### config.mk
export PLATFORM = sky130hd
export DESIGN_NAME = wall_texv_stepper
export DESIGN_NICKNAME = d
export VERILOG_FILES = /design/src/rtl/wall_texv_stepper.sv
export SDC_FILE = /design/constraint.sdc
export NUM_CORES = 1
export LEC_CHECK = 0
export CAP_MARGIN = 25
export CORE_UTILIZATION = 50
export DETAILED_ROUTE_END_ITERATION = 6
export PLACE_DENSITY = 0.67
export SYNTH_ARGS = -nofsm -noshare
export SYNTH_HDL_FRONTEND = slang
export SYNTH_SLANG_ARGS = --single-unit
### constraint.sdc
create_clock -name clk -period 13.2 [get_ports clk]
set_input_delay 1.98 -clock clk [delete_from_list [all_inputs] [get_ports clk]]
set_output_delay 1.98 -clock clk [all_outputs]
set_load 0.01 [all_outputs]
### src/rtl/wall_texv_stepper.sv
`timescale 1ns/1ps
// wall_texv_stepper
// Per-line texture-row generator feeding the wall texture memory.
// During blanking a load pulse latches the wall's span size, side and
// texture column. The block then computes a Q6.F row step
// (2^(6+F) / size) with a restoring divider and a clip offset
// (clip * step) with a shift-add multiplier. In the visible span it emits
// one texture row per pixel and a wall-enable flag.
//
// Ports
//   clk      : clock, rising edge
//   reset    : asynchronous active-high reset
//   load     : one-cycle pulse, samples size / side_in / col_in
//   size     : wall span in pixels (0..1023)
//   side_in  : wall side (X/Y face)
//   col_in   : texture column (u)
//   pix_pos  : current pixel index along the span axis
//   ready    : step and offset valid, span output enabled
//   wall_en  : current pixel lies on the wall
//   tex_side : texture memory side address
//   tex_col  : texture memory column address
//   tex_row  : texture memory row address
module wall_texv_stepper #(
  parameter int H = 480,
  parameter int F = 12
) (
  input  logic       clk,
  input  logic       reset,
  input  logic       load,
  input  logic [9:0] size,
  input  logic       side_in,
  input  logic [5:0] col_in,
  input  logic [9:0] pix_pos,
  output logic       ready,
  output logic       wall_en,
  output logic       tex_side,
  output logic [5:0] tex_col,
  output logic [5:0] tex_row
);

  localparam int AW = 6 + F;          // accumulator / stored step width
  localparam int QW = 7 + F;          // quotient bits produced by the divider
  localparam int MW = 10;             // multiplier (clip) bits
  localparam int CW = $clog2(QW);
  localparam logic [9:0] HW = 10'(H);

  typedef enum logic [1:0] {IDLE, DIV, MUL, READY} state_t;

  state_t          r_state;
  state_t          w_state_nxt;
  logic [CW-1:0]   r_cnt;
  logic [9:0]      r_size;
  logic            r_side;
  logic [5:0]      r_col;
  logic [9:0]      r_rem;
  // The full quotient is QW bits, but only its value mod 2^AW ever reaches
  // the accumulator or the clip product, so the top bit is dropped.
  logic [AW-1:0]   r_step;
  logic [AW-1:0]   r_mcand;
  logic [MW-1:0]   r_mplier;
  logic [AW-1:0]   r_init;
  logic [AW-1:0]   r_acc;
  logic            r_ready;
  logic            r_wall_en;
  logic            r_tex_side;
  logic [5:0]      r_tex_col;
  logic [5:0]      r_tex_row;

  logic            w_div_act;
  logic            w_mul_act;
  logic            w_ready_st;
  logic            w_div_last;
  logic            w_mul_last;
  logic            w_div_bit;
  logic [10:0]     w_rem_sh;
  logic [10:0]     w_rem_diff;
  logic            w_ge;
  logic [AW-1:0]   w_step_nxt;
  logic [9:0]      w_clip;
  logic [9:0]      w_start;
  logic [9:0]      w_end;
  logic            w_in_span;

  // State register
  always_ff @(posedge clk or posedge reset) begin
    // NOTE: clocked state always uses non-blocking assignment so every
    // register samples pre-edge values regardless of statement order.
    if (reset) r_state <= IDLE;
    else       r_state <= w_state_nxt;
  end

  // Next-state logic; a load from any state restarts the computation.
  always_comb begin
    // NOTE: default first so no path through this block leaves the signal
    // unassigned, which would otherwise infer a latch.
    w_state_nxt = r_state;
    if (load) begin
      w_state_nxt = (size == 10'd0) ? READY : DIV;
    end else begin
      unique case (r_state)
        IDLE:    w_state_nxt = IDLE;
        DIV:     if (w_div_last) w_state_nxt = MUL;
        MUL:     if (w_mul_last) w_state_nxt = READY;
        READY:   w_state_nxt = READY;
        default: w_state_nxt = IDLE;
      endcase
    end
  end

  // State decode
  always_comb begin
    w_div_act  = (r_state == DIV);
    w_mul_act  = (r_state == MUL);
    w_ready_st = (r_state == READY);
    w_div_last = w_div_act && (r_cnt == CW'(QW - 1));
    w_mul_last = w_mul_act && (r_cnt == CW'(MW - 1));
  end

  // Restoring divide of 2^(6+F) by size: the dividend's only set bit is its
  // MSB, so it enters on the first iteration and zeros follow. The remainder
  // stays below size, so the 11-bit difference sign is a valid compare.
  assign w_div_bit  = (r_cnt == '0);
  assign w_rem_sh   = {r_rem, w_div_bit};
  assign w_rem_diff = w_rem_sh - {1'b0, r_size};
  assign w_ge       = ~w_rem_diff[10];
  assign w_step_nxt = {r_step[AW-2:0], w_ge};

  // Span geometry from the latched size
  assign w_clip  = (r_size > HW) ? ((r_size - HW) >> 1) : 10'd0;
  assign w_start = (r_size <= HW) ? ((HW - r_size) >> 1) : 10'd0;
  assign w_end   = (r_size <= HW) ? (w_start + r_size) : HW;
  // A load in the same cycle kills the span so wall_en drops with ready.
  assign w_in_span = r_ready && !load && (pix_pos >= w_start) && (pix_pos < w_end);

  // Divide / multiply datapath
  always_ff @(posedge clk or posedge reset) begin
    if (reset) begin
      r_cnt    <= '0;
      r_size   <= '0;
      r_side   <= 1'b0;
      r_col    <= '0;
      r_rem    <= '0;
      r_step   <= '0;
      r_mcand  <= '0;
      r_mplier <= '0;
      r_init   <= '0;
    end else if (load) begin
      r_cnt    <= '0;
      r_size   <= size;
      r_side   <= side_in;
      r_col    <= col_in;
      r_rem    <= '0;
      r_step   <= '0;
      r_mcand  <= '0;
      r_mplier <= '0;
      r_init   <= '0;
    end else if (w_div_act) begin
      r_rem  <= w_ge ? w_rem_diff[9:0] : w_rem_sh[9:0];
      r_step <= w_step_nxt;
      if (w_div_last) begin
        r_cnt    <= '0;
        r_mcand  <= w_step_nxt;
        r_mplier <= w_clip;
      end else begin
        r_cnt <= r_cnt + CW'(1);
      end
    end else if (w_mul_act) begin
      // Product wraps mod 2^AW, matching the 64-row texture wrap.
      if (r_mplier[0]) r_init <= r_init + r_mcand;
      r_mcand  <= r_mcand << 1;
      r_mplier <= r_mplier >> 1;
      r_cnt    <= r_cnt + CW'(1);
    end
  end

  // Span accumulator and registered outputs
  always_ff @(posedge clk or posedge reset) begin
    if (reset) begin
      r_ready    <= 1'b0;
      r_acc      <= '0;
      r_wall_en  <= 1'b0;
      r_tex_side <= 1'b0;
      r_tex_col  <= '0;
      r_tex_row  <= '0;
    end else begin
      r_ready    <= w_ready_st && !load;
      // Reloading init whenever off-span makes every line restart identically.
      r_acc      <= w_in_span ? (r_acc + r_step) : r_init;
      r_wall_en  <= w_in_span;
      r_tex_row  <= r_acc[F+5:F];
      r_tex_side <= r_side;
      r_tex_col  <= r_col;
    end
  end

  assign ready    = r_ready;
  assign wall_en  = r_wall_en;
  assign tex_side = r_tex_side;
  assign tex_col  = r_tex_col;
  assign tex_row  = r_tex_row;

endmodule

# Word-level counts from Yosys, hierarchy flattened
# Index checks and enable logic that the tools add are counted.
# Widths: inputs -> output; s select.
dict set report classes {
  addsub 7
  n_lt_le_gt_ge 4
  eq_ne 8
  mux 30
  bitwise_logic 1
  reduce_logical 17
}
# op n
set ops {}
lappend ops {{$mux 18} 11}
lappend ops {{$mux 10} 8}
lappend ops {{$add 18x18->18} 2}
lappend ops {{$mux 5} 4}
lappend ops {{$mux 9} 2}
lappend ops {{$sub 11x10->11} 1}
lappend ops {{$add 9x10->10} 1}
lappend ops {{$ge 10x9->1} 1}
lappend ops {{$gt 10x9->1 const B} 1}
lappend ops {{$le 10x9->1 const B} 1}
lappend ops {{$logic_not 10->1} 1}
lappend ops {{$lt 10x10->1} 1}
lappend ops {{$sub 10x9->10 const B} 1}
lappend ops {{$sub 9x10->10 const A} 1}
lappend ops {{$mux 2} 4}
lappend ops {{$pmux 2 s4} 1}
lappend ops {{$logic_and 1x1->1} 6}
lappend ops {{$ne 3x2->1 const B} 2}
lappend ops {{$reduce_bool 2->1} 3}
lappend ops {{$add 5x1->5 const B} 1}
lappend ops {{$eq 5x4->1 const B} 1}
lappend ops {{$eq 5x5->1 const B} 1}
lappend ops {{$logic_not 5->1} 1}
lappend ops {{$eq 2x2->1 const B} 2}
lappend ops {{8 further kinds} 9}
dict set report word_totals {
  ff_bits 131
  in_bits 30
  out_inout_bits 15
  word_cells 83
}

# Longest topological paths before layout
dict set report logic_depth {
  depth_word 7
  mapped_depth 23
  mapped_depth_nobuf 20
}

# Worst setup path before layout
# No wires, ideal clock.
dict set report synth_path {
  path_kind {register to register}
  from {register r_size[1]}
  to {register r_acc[10]}
  setup_ns 0.127
  t_arrival_ns 4.695
  required_time_ns 13.073
  slack_ns 8.378
  stages_incl_launch_ff 24
  n_path_buf 3
  period_less_slack_ns 4.822
  path_cell_list {dfrtp_1 -> inv_1 -> ha_1 -> nor4b_4 -> nor2_1 -> a21oi_1 -> clkbuf_1 -> nand2_1 -> inv_1 -> ha_1 -> a21o_1 -> a21oi_1 -> o21bai_1 -> a2111oi_0 -> or4_1 -> nand2_1 -> ha_1 -> nand4_1 -> nor4_1 -> o41a_1 -> nor4b_2 -> buf_4 -> buf_8 -> mux2_1}
}
dict set report synth_via {
  elab_chain_cells 7
  elab_cells_between_ends 10
  classes_between {2 x add/sub; 3 x order compare; 3 x mux; 2 x reduce/logical}
}
# item line
set synth_rtl {}
lappend synth_rtl {{start, declared} 52} ;# logic [9:0] r_size;
lappend synth_rtl {{start signal, assigned} 149} ;# r_size <= size;
lappend synth_rtl {{$sub 9x10->10 / $le 10x9->1 (equally long branches)} {130, 131}}
lappend synth_rtl {{$mux 9} 130} ;# assign w_start = (r_size <= HW) ? ((HW - r_size) >> 1) : 10'd0;
lappend synth_rtl {{$add 9x10->10} 131} ;# assign w_end = (r_size <= HW) ? (w_start + r_size) : HW;
lappend synth_rtl {{$mux 10} 131}
lappend synth_rtl {{$lt 10x10->1} 133} ;# assign w_in_span = r_ready && !load && (pix_pos >= w_start) && (pix_pos < w_end);
lappend synth_rtl {{$logic_and 1x1->1 (*)} 133}
lappend synth_rtl {{net w_in_span} 82} ;# logic w_in_span;
lappend synth_rtl {{$mux 18 (*)} 188} ;# r_acc <= w_in_span ? (r_acc + r_step) : r_init;
lappend synth_rtl {{end signal, assigned} 188}
lappend synth_rtl {{end, declared} 62} ;# logic [AW-1:0] r_acc;
# Mark *: on every way through the listed nets, which the timed path passes. The rest lies on a longest branch.
# A chain may end at the register's enable or synchronous reset.

# Final worst setup path
dict set report layout_path {
  from {register r_size[1]}
  to {register r_acc[13]}
}
dict set report layout_via {
  elab_chain_cells 7
  elab_cells_between_ends 10
  classes_between {2 x add/sub; 3 x order compare; 3 x mux; 2 x reduce/logical}
}
# item line
set layout_rtl {}
lappend layout_rtl {{$sub 9x10->10 / $le 10x9->1 (equally long branches)} {130, 131}}
lappend layout_rtl {{$mux 9} 130}
lappend layout_rtl {{$add 9x10->10} 131}
lappend layout_rtl {{$mux 10} 131}
lappend layout_rtl {{$lt 10x10->1} 133}
lappend layout_rtl {{$logic_and 1x1->1 (*)} 133}
lappend layout_rtl {{$mux 18 (*)} 188}
# Mark *: on every way between the ends. The rest lies on a longest branch, timed or not.

==> impl_metrics.csv <==
group,metric,value,unit
drt,vias,6957,
status,status,"finished, final reports clean",
drt,drc_errors,0,
clock_tree,hold_buffers,0,
sta,worst_slew_pin_slew,0.736,ns
power_and_ir_drop,vdd_drop_max,0.0922,mV
worst_hold_path,hold_path_depth,0,
critical_path,path_cells,"inv_1 > ha_1 > nor4b_4 > o31ai_2 > nor2_1 > fa_1 > a21o_1 > a21oi_1 > o21bai_1 > a2111oi_0 > or4_1 > nand2_1 > ha_1 > nand4_1 > nor4_1 > o41a_1 > nor4b_4 > buf_4 > mux2_1",
final_layout,syn_to_final_growth,14.7,%
sta,relSlewSlack,49.6,%
drt,post_drt_wl_per_cell,16.4,µm
critical_path,crit_family,"compound AO/OA/AOI/OAI gates",
final_layout,nFillCells,1472,
logic_synthesis,postSynthCellCount,922,
logic_synthesis,synth_seq_area_share,38.2,%
clock_tree,post-cts-setup-buffer-count,0,
logic_synthesis,synth_top_area_share,38.2,%
drt,via_per_inst,5.87,
clock_tree,cts_tree,"done",
critical_path,cp-start-kind,"flip-flop",
sta,hold_violations,0,
global_route,grt_use_met2,34.6,%
final_layout,design_area,9770,µm²
logic_synthesis,synth_warnings,0,
drt,drtPass1Iterations,5,
global_route,grt_pass1_wl,33.1,mm
critical_path,cp_slowest_stage_delay,0.54,ns
logic_synthesis,synth_seq_cells,130,
final_layout,final_layout_size_suffix_gt1_share,7.66,%
logic_synthesis,synth_fp_nets,1033,
final_layout,final-seq-area,3250,µm²
global_route,grt-busiest-layer,"met1",
sta,final_max_slew_viol_count,0,
clock_tree,htreeDepth,4,
clock_tree,clock_sinks,130,
logic_synthesis,synthDistinctLibCells,64,
critical_path,endpoint_kind,"flip-flop",
clock_tree,cts_resized,0,
global_route,grt_max_degree,79,
logic_synthesis,syn_avg_cell_area,9.24,µm²
critical_path,crit_path_top_delay_cell,"a2111oi_0",
sta,fmax,195,MHz
power_and_ir_drop,pwr_density_cell,115,nW/µm²
placement,gp_congestion,0.859,
final_layout,multi_input_area,4980,µm²
global_route,grtUsageMet3,4.41,%
critical_path,crit_arrival,5.43,ns
critical_path,required,13.50,ns
logic_synthesis,syn-cell-area,8520,µm²
die,fp.dieArea,17600,µm²
logic_synthesis,synthArstFlopShare,100,%
clock_tree,numCtsBuffers,17,
sta,finalCritPeriodShare,38.9,%
die,start_util,51.4,%
global_route,grt_pass1_vias,6598,
global_route,track_usage,23.5,%
logic_synthesis,synth-edff-count,0,
drt,ant_nets,0,
logic_synthesis,synth_ff_type,"dfrtp_1",
sta,rsz0062_at_grt,"no",
clock_tree,path_clk_slew,0.06,ns
worst_hold_path,min_to,"tex_col[4]",
logic_synthesis,synthTopCellsByCount,"130 x dfrtp_1, 85 x nand2_1, 80 x nor2_1",
placement,placed_area,9160,µm²
final_layout,antenna_cells,0,
die,coreArea,16600,µm²
critical_path,r2r_cells,19,
worst_hold_path,min_from,"r_col[4]",
global_route,grtUsageMet1,34.7,%
global_route,antenna_found_initial,0,
final_layout,nNetsFinal,1064,
job,drv_cap,0,
sta,setup_viol,0,
clock_tree,cts_buffer_depth,2,
clock_tree,worstSkewPairLatency,0.42,ns
critical_path,r2r_setup_slack,8.07,ns
die,fp.dieW,133,µm
critical_path,path_max_fanout,19,
logic_synthesis,yosys-top-cells-area,"dfrtp_1 38%, ha_1 11%, a21oi_1 4.6%, nand2_1 3.7%, nor2_1 3.5%",
critical_path,r2r-start,"r_size[1]",
clock_tree,cts_root_buf,"clkbuf_16",
power_and_ir_drop,power.leakage,0.00451,µW
drt,first_iter_violations,560,
worst_hold_path,min_path_type,"flip-flop to flip-flop",
placement,dpl.hpwl,14.0,mm
die,io_pins,45,
sta,finClkSkew,0.00839,ns
placement,io_buffers,44,
sta,period_needed,5.13,ns
critical_path,critical_path_class,"flip-flop to flip-flop",
global_route,grt-ovfl-total,0,
sta,tns,0,ns
die,die_h,133,µm
logic_synthesis,yosys.area.top_type,"dfrtp_1",
logic_synthesis,yosysMostFrequentCell,"dfrtp_1",
drt,drt-total-wl,19.4,mm
critical_path,rr_endpoint,"r_acc[13]",
die,num_rows,47,
critical_path,critPathBufInv,2,
==> stage by stage <==
stage / hold slack, ns / cells / utilization (%) / worst slack (ns) / power [µW]
6_report: 0.371 / 1186 / 58.9 / 8.07 / 1130
5_1_grt: 0.383 / 1186 / 58.9 / 7.63 / 1180
4_1_cts: 0.377 / 1186 / 58.9 / 8.09 / 1140
3_5_place_dp: 0.362 / 1154 / 55.3 / 8.12 / 646
3_3_place_gp: 0.352 / 1154 / 55.3 / 8.24 / 644
2_1_floorplan: 0.350 / 922 / - / 7.75 / 590
==> kinds of logic after synthesis <==
family / synth area share [%]
buffers and inverters: 3.66
XOR/XNOR: 4.22
AO/OA/AOI/OAI: 21.5
multiplexers: 4.58
flip-flops: 38.2
adder cells (fa/ha/maj): 12.2
AND/OR/NAND/NOR: 15.6
==> cell usage in the layout, fill, tap and decap left out, drive strengths merged, types with 15 or more instances in the layout <==
master / n
clkbuf: 17
xor2: 15
inv: 47
dfrtp: 130
ha: 77
nor2: 80
a21oi: 78
mux2: 24
o21ai: 56
nand2: 85
nor3: 22
xnor2: 26
a22oi: 27
clkdlybuf4s50: 43
nand3: 16
a22o: 18
a21o: 19
==> state kept, by name (all words and copies together), names as in the netlist <==
register / count
r_acc: 18
r_cnt: 5
r_col: 6
r_init: 18
r_mcand: 18
r_mplier: 9
r_rem: 10
r_side: 1
r_size: 10
r_state: 2
r_step: 18
ready: 1
tex_col: 6
tex_row: 6
tex_side: 1
wall_en: 1
==> worst max path at each step <==
stage	slack, ns	cells after the start	from	to
after detailed placement	8.12	19	r_size[1]	r_acc[13]
final	8.07	19	r_size[1]	r_acc[13]
after CTS	8.09	19	r_size[1]	r_acc[13]
after global routing	7.63	19	r_size[1]	r_acc[13]
after floorplan	7.75	1	reset	r_acc[0]
after global placement	8.24	19	r_size[1]	r_acc[16]
==> layout make-up <==
type | count | area share [%]
clock inverter | 15 | 1.88
timing repair buffer | 54 | 5.22
tap | 220 | 2.82
clock buffer | 17 | 4.35
inverter | 36 | 1.43
multi-input combinational | 714 | 51.0
sequential | 130 | 33.3
==> where the power goes <==
part / internal, µW / total, µW / switching, µW
Sequential: 420 / 440 / 20.0
Combinational: 86.3 / 200 / 114
Clock: 288 / 487 / 200
Total: 794 / 1130 / 334
==> routing by layer <==
layer / wire, µm / vias up
met5: 0 / -
met4: 258 / 0
met3: 758 / 23
met2: 8390 / 155
met1: 10000 / 3332
li1: - / 3447
(Power assumes the default switching activity.)
==> edit 1: new RTL, config.mk and constraints unchanged <==
`F`: 12 -> 11.
--- a/src/rtl/wall_texv_stepper.sv
+++ b/src/rtl/wall_texv_stepper.sv
@@ -22,7 +22,7 @@
 //   tex_row  : texture memory row address
 module wall_texv_stepper #(
   parameter int H = 480,
-  parameter int F = 12
+  parameter int F = 11
 ) (
   input  logic       clk,
   input  logic       reset,
Behaviour: no difference found for any inputs over 10 cycles, from zero or initial values and one cycle with reset high; that may be too few to reach the edited logic, so the function may still have changed.
==> edit 1 against the unedited design <==
Clock power down 2%. Highest routed layer unchanged. Total power up 12%. Setup slack worse by 0.30 ns. Critical path depth up 1. Wire length down 9.4%. Synthesized area down 7.3%. Sequential cell count down 4. Design area down 6.5%.
==> edit 1: results (changes against the unedited design) <==
<table>
<tr><th>Metric</th><th>Value</th></tr>
<tr><th colspan="2">Worst setup path</th></tr>
<tr><td>Highest fanout seen on the critical path</td><td>18 (-1)</td></tr>
<tr><td>FF-to-FF path depth</td><td>20 (+1)</td></tr>
<tr><td>Slowest stage cell, crit path</td><td>dfrtp_1</td></tr>
<tr><td>Setup slack of the most critical reg-to-reg path</td><td>7.76 ns (-0.30 ns)</td></tr>
<tr><td>Data required time at the worst endpoint</td><td>13.51 ns (about the same)</td></tr>
<tr><td>Worst path max stage delay</td><td>0.49 ns (-0.05 ns)</td></tr>
<tr><th colspan="2">Placement</th></tr>
<tr><td>HPWL Detailed</td><td>12.4 mm (-11%)</td></tr>
<tr><td>Final Wtd Congestion</td><td>0.870 (+1.2%)</td></tr>
<tr><td>Post-DP Area</td><td>8540 um^2 (-6.8%)</td></tr>
<tr><th colspan="2">Outcome</th></tr>
<tr><td>Status</td><td>finished clean</td></tr>
<tr><th colspan="2">Route</th></tr>
<tr><td>Number of DRC violations after detailed-routing iteration 0</td><td>373 (-33%)</td></tr>
<tr><td>Wire per inst</td><td>16.2 um (-0.72%)</td></tr>
<tr><td>DR vias/cell</td><td>5.74 (-2.1%)</td></tr>
<tr><th colspan="2">Yosys</th></tr>
<tr><td>List of most frequent post-synthesis cells</td><td>126 x dfrtp_1, 75 x nand2_1, 74 x ha_1, 74 x nor2_1, 61 x a21oi_1</td></tr>
<tr><td>Cell types occupying the most area after synthesis</td><td>dfrtp_1 40%, ha_1 12%, a21oi_1 3.9%</td></tr>
<tr><td>Number of unique standard cell types used by synthesis</td><td>67 (+4.7%)</td></tr>
<tr><th colspan="2">GRT</th></tr>
<tr><td>Pin count of the biggest net entering global routing</td><td>69 (-13%)</td></tr>
<tr><td>Global routing met3 resource utilization</td><td>4.80% (+0.39 points)</td></tr>
<tr><td>M2 GR Usage</td><td>39.3% (+4.8 points)</td></tr>
<tr><td>Overall track demand over capacity in global routing</td><td>23.5% (+0.032 points)</td></tr>
<tr><td>Via count of the first global-routing pass</td><td>6222 (-5.7%)</td></tr>
<tr><th colspan="2">Timing</th></tr>
<tr><td>Final worst clock skew</td><td>0.0201 ns (+0.0117 ns)</td></tr>
<tr><td>Least-Margin Pin Slew</td><td>0.844 ns (+0.108 ns)</td></tr>
<tr><th colspan="2">Cells and area</th></tr>
<tr><td>Final net count</td><td>966 (-9.2%)</td></tr>
<tr><td>Fraction of final layout cells with drive strength greater than 1</td><td>8.50% (+0.84 points)</td></tr>
<tr><th colspan="2">Clock network</th></tr>
<tr><td>CTS buffer count</td><td>17 (unchanged)</td></tr>
<tr><td>Clock slew at the register clock pins of the worst setup and hold paths</td><td>0.06 ns (about the same)</td></tr>
<tr><th colspan="2">Min path</th></tr>
<tr><td>Worst min-delay path endpoint</td><td>tex_col[3]</td></tr>
<tr><td>Worst Hold Launch</td><td>r_col[3]</td></tr>
</table>
-- edit 1: cell count changes after synthesis, moves of 7 or more --
cell      delta
nor3_1       -8
mux2_1       -7
a21oi_1     -17
clkbuf_1    -15
mux2_4       +7
o21ai_0     -10
xnor2_1      +7
nand2_1     -10
-- edit 1: report_power, final --
group / internal, mW / total, mW / switching, mW
sequential: 0.420 / 0.452 / 0.0317
clock: 0.306 / 0.475 / 0.169
combinational: 0.151 / 0.331 / 0.179
-- edit 1: kinds of logic after synthesis --
family                   Yosys count  share of synthesized area (%)
AO/OA/AOI/OAI                    229                           19.1
XOR/XNOR                          46                           5.10
adder cells (fa/ha/maj)           78                           12.7
buffers and inverters             66                           3.28
flip-flops                       126                           39.9
multiplexers                      35                           5.12
AND/OR/NAND/NOR                  240                           14.7
-- edit 1: how the worst max path moves through the flow --
stage / to / slack (ns) / start
floorplan: r_acc[0] / 7.86 / reset
detailed placement: r_acc[12] / 7.76 / r_size[1]
global route: r_acc[12] / 7.33 / r_size[1]
finish: r_acc[12] / 7.76 / r_size[1]
CTS: r_acc[8] / 7.74 / r_size[1]
global placement: r_acc[9] / 7.93 / r_size[1]
-- edit 1: final cells by class --
cell class                 count  area [um^2]
fill                        1347         6170
multi-input combinational    628         4510
sequential                   126         3150
timing repair buffer          49          473
clock buffer                  22          464
tap                          211          264
inverter                      36          138
clock inverter                10          136
-- edit 1: worst max-delay path, delay by kind of cell (launching register included) --
family          cells  cell delay (ns)
flops               1             0.49
simple gates        6             1.73
fa+ha+maj           3             0.76
buf+inv             2             0.26
compound gates      8             1.66
mux                 1             0.42
-- edit 1: metrics by stage --
step                hold WS (ns)  worst slack (ns)  instances
floorplan                  0.350              7.86        820
global placement           0.359              7.93       1050
detailed placement         0.361              7.76       1050
CTS                        0.379              7.74       1082
global route               0.392              7.33       1082
finish                     0.375              7.76       1082
-- edit 1: layer usage --
metal  vias up  share of wire [%]
li1       3051                  -
met3        15                4.4
met4         0                1.1
met5         -                  0
met1      3013                 47
met2       135                 47
==> edit 2: new RTL, same flow settings <==
Without the edit above. Encoding of `state_t`: now one-hot (4 bits for 4 states).
--- a/src/rtl/wall_texv_stepper.sv
+++ b/src/rtl/wall_texv_stepper.sv
@@ -44,7 +44,7 @@
   localparam int CW = $clog2(QW);
   localparam logic [9:0] HW = 10'(H);
 
-  typedef enum logic [1:0] {IDLE, DIV, MUL, READY} state_t;
+  typedef enum logic [3:0] {IDLE = 4'b0001, DIV = 4'b0010, MUL = 4'b0100, READY = 4'b1000} state_t;
 
   state_t          r_state;
   state_t          w_state_nxt;
Check against the original RTL: same outputs for any inputs over 10 cycles, from zero or initial values and one cycle with reset high; not proved beyond that.
==> edit 2 against the unedited design <==
Setup slack got worse by 0.083 ns. Synthesized area increased by 0.41%. Count of clock-buffer cells in the layout did not move. Critical path depth up 2. Total power fell by 5.5%. Wire length shrank 2.0%. Sequential cell count up 2. Fmax fell by 1.6%. Via count is 4.7% lower. Design area shrank 0.55%. Combinational power increased by 2%. Global-route usage down 0.46 points. Largest cell class unchanged. Largest power group is now sequential cells. Highest routed layer unchanged.
==> edit 2: results (changes against the unedited design) <==
<table>
<tr><th>Metric</th><th>Value</th></tr>
<tr><th colspan="2">Clock network</th></tr>
<tr><td>CTS buffer count</td><td>17 (unchanged)</td></tr>
<tr><th colspan="2">Placement</th></tr>
<tr><td>Number of placed instances, taps included</td><td>1159 (+0.43%)</td></tr>
<tr><td>HPWL Detailed</td><td>13.7 mm (-1.6%)</td></tr>
<tr><td>Final Wtd Congestion</td><td>0.901 (+4.8%)</td></tr>
<tr><td>Post-DP Area</td><td>9190 um^2 (+0.25%)</td></tr>
<tr><th colspan="2">Route</th></tr>
<tr><td>Post-Route WL</td><td>19.0 mm (-2.0%)</td></tr>
<tr><td>DR vias/cell</td><td>5.57 (-5.0%)</td></tr>
<tr><td>Number of DRC violations after detailed-routing iteration 0</td><td>285 (-49%)</td></tr>
<tr><td>Count of vias placed by the detailed router</td><td>6630 (-4.7%)</td></tr>
<tr><th colspan="2">GRT</th></tr>
<tr><td>Wire length of the first global-routing pass</td><td>32.4 mm (-2.2%)</td></tr>
<tr><td>Pin count of the biggest net entering global routing</td><td>71 (-10%)</td></tr>
<tr><th colspan="2">Timing</th></tr>
<tr><td>Clock period minus worst slack</td><td>5.22 ns (+0.0825 ns)</td></tr>
<tr><td>Final worst clock skew</td><td>0.00822 ns (-0.000179 ns)</td></tr>
<tr><td>Fin Hold WS</td><td>0.371 ns (+0.000193 ns)</td></tr>
<tr><th colspan="2">Yosys</th></tr>
<tr><td>List of most frequent post-synthesis cells</td><td>152 x nand2_1, 131 x dfrtp_1, 77 x ha_1</td></tr>
<tr><td>Gate count after technology mapping</td><td>924 (+0.22%)</td></tr>
<tr><td>Cell types occupying the most area after synthesis</td><td>dfrtp_1 38%, ha_1 11%, nand2_1 6.7%</td></tr>
<tr><td>Fraction of the yosys area taken by sequential cells</td><td>38.6% (+0.44 points)</td></tr>
<tr><td>Syn nets</td><td>1035 (+0.19%)</td></tr>
<tr><th colspan="2">Cells and area</th></tr>
<tr><td>Fraction of final layout cells with drive strength greater than 1</td><td>7.94% (+0.28 points)</td></tr>
<tr><td># fillers</td><td>1471 (-0.068%)</td></tr>
<tr><td>Final net count</td><td>1069 (+0.47%)</td></tr>
<tr><th colspan="2">Worst setup path</th></tr>
<tr><td>Arrival time at the worst endpoint</td><td>5.52 ns (+0.09 ns)</td></tr>
<tr><td>Slowest stage cell, crit path</td><td>or4b_4</td></tr>
<tr><td>Worst path max stage delay</td><td>0.51 ns (-0.03 ns)</td></tr>
<tr><td>Setup slack of the most critical reg-to-reg path</td><td>7.98 ns (-0.08 ns)</td></tr>
<tr><th colspan="2">Power</th></tr>
<tr><td>LEAKAGE</td><td>4.56 nW (+1.0%)</td></tr>
<tr><td>Worst ir drop on vdd</td><td>0.0875 mV (-5.1%)</td></tr>
<tr><th colspan="2">Outcome</th></tr>
<tr><td>Status</td><td>finished clean</td></tr>
</table>
-- edit 2: worst paths after layout --
kind                           start    endpoint  cells past startpoint
setup / recovery           r_size[1]    r_acc[4]                     21
min in group asynchronous      reset  tex_row[0]                      2
hold reg to reg             r_col[4]  tex_col[4]                      0
setup reg to reg           r_size[1]    r_acc[4]                     21
hold / removal              r_col[4]  tex_col[4]                      0
max in group asynchronous      reset  tex_col[2]                      3
-- edit 2: layer usage --
| layer | up-vias | track usage (%) | share of wire (%) |
|---|---|---|---|
| met5 | - | 0 | 0 |
| met4 | 0 | 8.17 | 1.9 |
| met3 | 25 | 3.41 | 2.5 |
| met2 | 97 | 38.9 | 48 |
| met1 | 3127 | 30.1 | 47 |
| li1 | 3381 | - | - |
-- edit 2: where the power goes --
group | leakage (nW) | total, mW | internal, mW | switching (mW)
Sequential | 1.78 | 0.435 | 0.420 | 0.0145
Combinational | 2.52 | 0.204 | 0.0871 | 0.117
Clock | 0.256 | 0.427 | 0.240 | 0.187
Total | 4.56 | 1.07 | 0.748 | 0.318
-- edit 2: area by class of cell --
cell class,instances,area (um^2),share of cell area [%]
Multi-Input combinational cell,724,4990,51.4
Sequential cell,132,3300,34.0
Timing Repair Buffer,51,490,5.05
Clock buffer,17,425,4.38
Tap cell,220,275,2.83
Inverter,32,125,1.29
Clock inverter,14,108,1.11
-- edit 2: kinds of logic (layout without fill, tap and decap cells) --
family	after synthesis	count (layout)	share of synthesized area, %
multiplexers	39	39	5.25
buffers and inverters	68	114	3.13
AO/OA/AOI/OAI	248	248	19.1
AND/OR/NAND/NOR	306	306	16.6
XOR/XNOR	50	50	5.12
flip-flops	132	132	38.6
adder cells (fa/ha/maj)	81	81	12.2
